## config.mk

```make
export PLATFORM = sky130hd
export DESIGN_NAME = uart_rx_esc
export DESIGN_NICKNAME = d
export VERILOG_FILES = /design/src/rtl/uart_rx_esc.sv
export SDC_FILE = /design/constraint.sdc
export NUM_CORES = 1
export LEC_CHECK = 0
export CAP_MARGIN = 30
export CORE_ASPECT_RATIO = 0.75
export CORE_MARGIN = 3
export CORE_UTILIZATION = 36
export CTS_CLUSTER_SIZE = 10
export DETAILED_ROUTE_END_ITERATION = 16
export MAX_ROUTING_LAYER = met4
export PLACE_DENSITY = 0.59
export SKIP_CTS_REPAIR_TIMING = 1
export SLEW_MARGIN = 10
export SYNTH_ARGS = -nofsm -noshare
export SYNTH_HDL_FRONTEND = slang
export SYNTH_SLANG_ARGS = --single-unit
```

## constraint.sdc

```tcl
create_clock -name CLK_I -period 2 [get_ports CLK_I]
set_clock_uncertainty 0.1 [all_clocks]
set_input_delay 0.4 -clock CLK_I [delete_from_list [all_inputs] [get_ports CLK_I]]
set_output_delay 0.4 -clock CLK_I [all_outputs]
set_load 0.02 [all_outputs]
```

## src/rtl/uart_rx_esc.sv

```systemverilog
// 8N1 UART receiver with a one-byte escape layer (ESC ESC -> literal ESC, ESC x -> command x).
// Define UART_RX_FIFO_EN for a 4-deep FWFT output FIFO instead of a single holding register.
module uart_rx_esc #(
    parameter logic [7:0] ESC       = 8'hB1,
    parameter int         CLK_RATE  = 100000000,
    parameter int         BAUD_RATE = 3000000
) (
    input  logic       CLK_I,
    input  logic       RST_I,
    input  logic       RX_I,
    input  logic       READ_I,
    output logic [7:0] DATA_O,
    output logic       CMD_O,
    output logic       VALID_O,
    output logic       OVERRUN_O,
    output logic       FRAME_ERR_O
);
    localparam int DIV  = CLK_RATE / BAUD_RATE;
    localparam int HALF = DIV / 2;
    localparam int CW   = $clog2(DIV);

    typedef enum logic [2:0] {IDLE, START, DATA, STOP, WAIT_IDLE} state_t;

    state_t          r_state, w_state_nxt;
    logic            r_sync1, r_rx_s, r_rx_prev;
    logic [CW-1:0]   r_cnt;
    logic [2:0]      r_bit;
    logic [7:0]      r_shift;
    logic            r_esc_pend;
    logic            r_ovr, r_ferr;
    logic            w_fall, w_tick, w_byte_done, w_frame_err;
    logic            w_emit, w_emit_cmd, w_pop, w_full;

    assign w_fall = r_rx_prev & ~r_rx_s;

    always_ff @(posedge CLK_I) begin
        if (RST_I) begin
            r_sync1   <= 1'b1;
            r_rx_s    <= 1'b1;
            r_rx_prev <= 1'b1;
            r_state   <= IDLE;
            r_cnt     <= '0;
            r_bit     <= '0;
            r_shift   <= '0;
        end else begin
            r_sync1   <= RX_I;
            r_rx_s    <= r_sync1;
            r_rx_prev <= r_rx_s;
            r_state   <= w_state_nxt;
            if (w_tick || r_state == IDLE) r_cnt <= '0;
            else                           r_cnt <= r_cnt + 1'b1;
            if (r_state == START)               r_bit <= '0;
            else if (r_state == DATA && w_tick) r_bit <= r_bit + 1'b1;
            if (r_state == DATA && w_tick) r_shift <= {r_rx_s, r_shift[7:1]};
        end
    end

    always_comb begin
        w_state_nxt = r_state;
        w_tick      = 1'b0;
        w_byte_done = 1'b0;
        w_frame_err = 1'b0;
        case (r_state)
            IDLE: if (w_fall) w_state_nxt = START;
            START: if (r_cnt == CW'(HALF - 1)) begin
                w_tick      = 1'b1;
                w_state_nxt = r_rx_s ? IDLE : DATA;
            end
            DATA: if (r_cnt == CW'(DIV - 1)) begin
                w_tick = 1'b1;
                if (r_bit == 3'd7) w_state_nxt = STOP;
            end
            STOP: if (r_cnt == CW'(DIV - 1)) begin
                w_tick = 1'b1;
                if (r_rx_s) begin
                    w_byte_done = 1'b1;
                    w_state_nxt = IDLE;
                end else begin
                    w_frame_err = 1'b1;
                    w_state_nxt = WAIT_IDLE;
                end
            end
            WAIT_IDLE: if (r_rx_s) w_state_nxt = IDLE;
            default: w_state_nxt = IDLE;
        endcase
    end

    // Escape decode: a lone ESC only arms the pending flag; the next byte decides.
    always_comb begin
        w_emit     = 1'b0;
        w_emit_cmd = 1'b0;
        if (w_byte_done) begin
            if (r_esc_pend) begin
                w_emit     = 1'b1;
                w_emit_cmd = (r_shift != ESC);
            end else if (r_shift != ESC) begin
                w_emit = 1'b1;
            end
        end
    end

    always_ff @(posedge CLK_I) begin
        if (RST_I) begin
            r_esc_pend <= 1'b0;
            r_ovr      <= 1'b0;
            r_ferr     <= 1'b0;
        end else begin
            r_ferr <= w_frame_err;
            if (w_frame_err)      r_esc_pend <= 1'b0;
            else if (w_byte_done) r_esc_pend <= ~r_esc_pend && (r_shift == ESC);
            if (w_emit && w_full && !w_pop) r_ovr <= 1'b1;
        end
    end

    assign w_pop       = READ_I & VALID_O;
    assign OVERRUN_O   = r_ovr;
    assign FRAME_ERR_O = r_ferr;

`ifdef UART_RX_FIFO_EN
    logic [8:0] r_mem [4];
    logic [1:0] r_wp, r_rp;
    logic [2:0] r_fcnt;
    logic       w_push;

    assign w_full  = r_fcnt[2];
    assign w_push  = w_emit && (!w_full || w_pop);
    assign VALID_O = (r_fcnt != 3'd0);
    assign CMD_O   = r_mem[r_rp][8];
    assign DATA_O  = r_mem[r_rp][7:0];

    // When full, a simultaneous push lands in the slot being popped this cycle.
    always_ff @(posedge CLK_I) begin
        if (RST_I) begin
            for (int i = 0; i < 4; i++) r_mem[i] <= '0;
            r_wp   <= '0;
            r_rp   <= '0;
            r_fcnt <= '0;
        end else begin
            if (w_push) begin
                r_mem[r_wp] <= {w_emit_cmd, r_shift};
                r_wp        <= r_wp + 1'b1;
            end
            if (w_pop) r_rp <= r_rp + 1'b1;
            case ({w_push, w_pop})
                2'b10:   r_fcnt <= r_fcnt + 1'b1;
                2'b01:   r_fcnt <= r_fcnt - 1'b1;
                default: r_fcnt <= r_fcnt;
            endcase
        end
    end
`else
    logic [7:0] r_dat;
    logic       r_cmd, r_vld;

    assign w_full  = r_vld;
    assign VALID_O = r_vld;
    assign CMD_O   = r_cmd;
    assign DATA_O  = r_dat;

    always_ff @(posedge CLK_I) begin
        if (RST_I) begin
            r_dat <= '0;
            r_cmd <= 1'b0;
            r_vld <= 1'b0;
        end else if (w_emit && (!r_vld || w_pop)) begin
            r_dat <= r_shift;
            r_cmd <= w_emit_cmd;
            r_vld <= 1'b1;
        end else if (w_pop) begin
            r_vld <= 1'b0;
        end
    end
`endif
endmodule

```

==> flow_metrics.py <==
metrics = {
    "sta": {
        "rsz0062_at_grt": "no",
        "fin_tns_setup_ns": 0,
        "worst_pin_slew_ns": 0.393,
        "worst_slew_margin_rel_pct": 73.8,
        "drv_slew": 0,
        "post-route-period-util_pct": 91.8,
        "setup_viol": 0,
        "max_freq_ghz": 0.545,
        "period_needed_ns": 1.84,
        "finalHoldViolCount": 0,
    },
    "synth": {
        "synth_most_common_cell": "dfxtp_1",
        "synth_edf_count": 0,
        "yosysSeqAreaShare_pct": 47.3,
        "synth_cell_types": 41,
        "synthCells": 161,
        "yosysTopAreaCell": "dfxtp_1",
        "synth.avg_cell_area_sq_um": 9.47,
        "synth-main-ff-cell": "dfxtp_1",
        "synth.top_cells.by_count": "dfxtp_1, nor2_1, nand3_1",
        "synth-seq-cells": 36,
        "synth.area.top_cells": "dfxtp_1, mux2i_1, nand3_1",
        "synth_area_sq_um": 1520,
        "synth_top_area_share_pct": 47.3,
        "ys_warn_count": 0,
        "syn_nets": 169,
        "async_reset_ff_share_pct": 0,
    },
    "routing": {
        "drtPass1Iterations": 4,
        "wirelength_um": 3120,
        "wl_per_cell_um": 13.1,
        "detail_route.iter0.violations": 74,
        "viasPerCell": 5.20,
        "num_vias": 1237,
        "drc": 0,
        "ant_nets": 0,
    },
    "clock_network": {
        "cts_tree": "done",
        "numCtsBuffers": 5,
        "clk_latency_ns": 0.28,
        "clockRootBuffer": "clkbuf_8",
        "cts_buffer_depth": 2,
        "cts_max_level": 2,
        "clock_sinks": 36,
        "clkSlewWorstSetupHoldPaths_ns": 0.07,
    },
    "pwr": {
        "peakVddDrop_mv": 0.381,
        "p_per_area_nw_per_um2": 728,
        "power_mw": 1.36,
        "p_leak_nw": 0.712,
    },
    "global_route": {
        "antenna_found_initial": 0,
        "grt_max_degree": 12,
        "grt.total_usage_pct": 14.2,
        "grt_overflow": 0,
        "grt_first_pass_wirelength_um": 5520,
        "grt_pass1_vias": 1190,
    },
    "die": {
        "core_area_sq_um": 3850,
        "start_util_pct": 39.6,
        "rows": 19,
        "io_pins": 16,
        "die_area_sq_um": 5060,
        "die_w_um": 81.1,
        "die_height_um": 62.3,
    },
    "finish": {
        "drive_gt1_share_pct": 12.4,
        "multiInputGateArea_sq_um": 759,
        "n_antenna_cell": 0,
        "seq_area_sq_um": 721,
        "fillers": 378,
        "syn_to_final_growth_pct": 22.6,
        "nets": 193,
        "final_util_pct": 48.5,
        "fin_cells": 238,
        "design_area_sq_um": 1870,
    },
    "critical_path": {
        "endpoint_kind": "register",
        "worstPathCellList": "inv_1, ha_1, and4bb_2, and4_1, o2111ai_1, a21oi_1",
        "critPathLaunchType": "register",
        "arrival_ns": 1.96,
        "crit_family": "simple AND/OR/NAND/NOR gates",
        "worstSetupPathType": "register to register",
        "required_ns": 2.12,
        "slowest_stage": "and4_1",
        "cpPeakStageDelay_ns": 0.46,
        "path_max_fanout": 11,
        "cp_num_buf_inv": 1,
    },
    "outcome": {
        "status": "complete, no violations",
    },
    "hold_path": {
        "hold_path_class": "register to register",
    },
    "placed_design": {
        "placed_cells": 229,
        "dpl_cell_area_sq_um": 1770,
        "gp_congestion": 0.756,
        "port_buffers": 15,
        "place_hpwl_um": 2320,
    },
    "job": {
        "maxCapViolCount": 0,
    },
}
## flip-flops by register name (all words and copies together) (netlist names)
name,flops
r_bit,3
r_shift,8
r_sync1,1
FRAME_ERR_O,1
r_state,3
CMD_O,1
r_rx_s,1
r_rx_prev,1
r_esc_pend,1
OVERRUN_O,1
DATA_O,8
VALID_O,1
r_cnt,6
## where the power goes
part	switching [mW]	total [mW]	internal (mW)	leakage, nW
Sequential	0.0131	0.741	0.728	0.291
Clock	0.253	0.533	0.280	0.0445
Combinational	0.0486	0.0858	0.0372	0.376
## final timing paths
check        startpoint      to  slack (ns)  cells past startpoint
max            r_cnt[0]   CMD_O        0.16                      6
min             r_sync1  r_rx_s        0.31                      1
max reg2reg    r_cnt[0]   CMD_O        0.16                      6
min reg2reg     r_sync1  r_rx_s        0.31                      1
## cell usage in the layout (no fill, tap or decap), types with 5 or more instances in the layout
| master | instances |
|---|---|
| a21oi_1 | 12 |
| nor2_1 | 16 |
| dfxtp_1 | 36 |
| nor3_1 | 6 |
| clkbuf_8 | 6 |
| inv_1 | 5 |
| o21ai_0 | 7 |
| mux2i_1 | 10 |
| nand3_1 | 15 |
| clkdlybuf4s50_1 | 15 |
| buf_4 | 8 |
## per-layer routing
layer / global-route usage [%] / part of all wire (%)
met1: 19.0 / 52
met2: 20.0 / 42
met3: 4.34 / 4.3
met4: 5.70 / 1.5
met5: - / 0
## cell type report
cell class	instances	area share, %
inverters	5	1.00
clock buffers	7	4.62
multi-input cells	114	40.7
flip-flops and latches	36	38.6
well taps	52	3.48
repair buffers	23	11.3
clock inverters	1	0.402
## cells by family (layout without fill, tap and decap cells)
family,after synthesis,after routing,synth area share (%)
DFF,36,36,47.3
buffers and inverters,11,36,2.87
xor gates and xnor gates,5,5,2.87
muxes,10,10,6.57
and+or+nand+nor,62,62,23.0
AOI/OAI and AO/OA,33,33,14.1
adders and majority gates,4,4,3.28
## per-stage QoR
stage | hold slack (ns) | worst slack [ns]
finish | 0.312 | 0.164
floorplan | 0.289 | 0.306
CTS | 0.315 | 0.155
global placement | 0.292 | 0.240
detailed placement | 0.297 | 0.172
global route | 0.342 | 0.0194
Note: power is estimated with default switching activity, not from simulation.
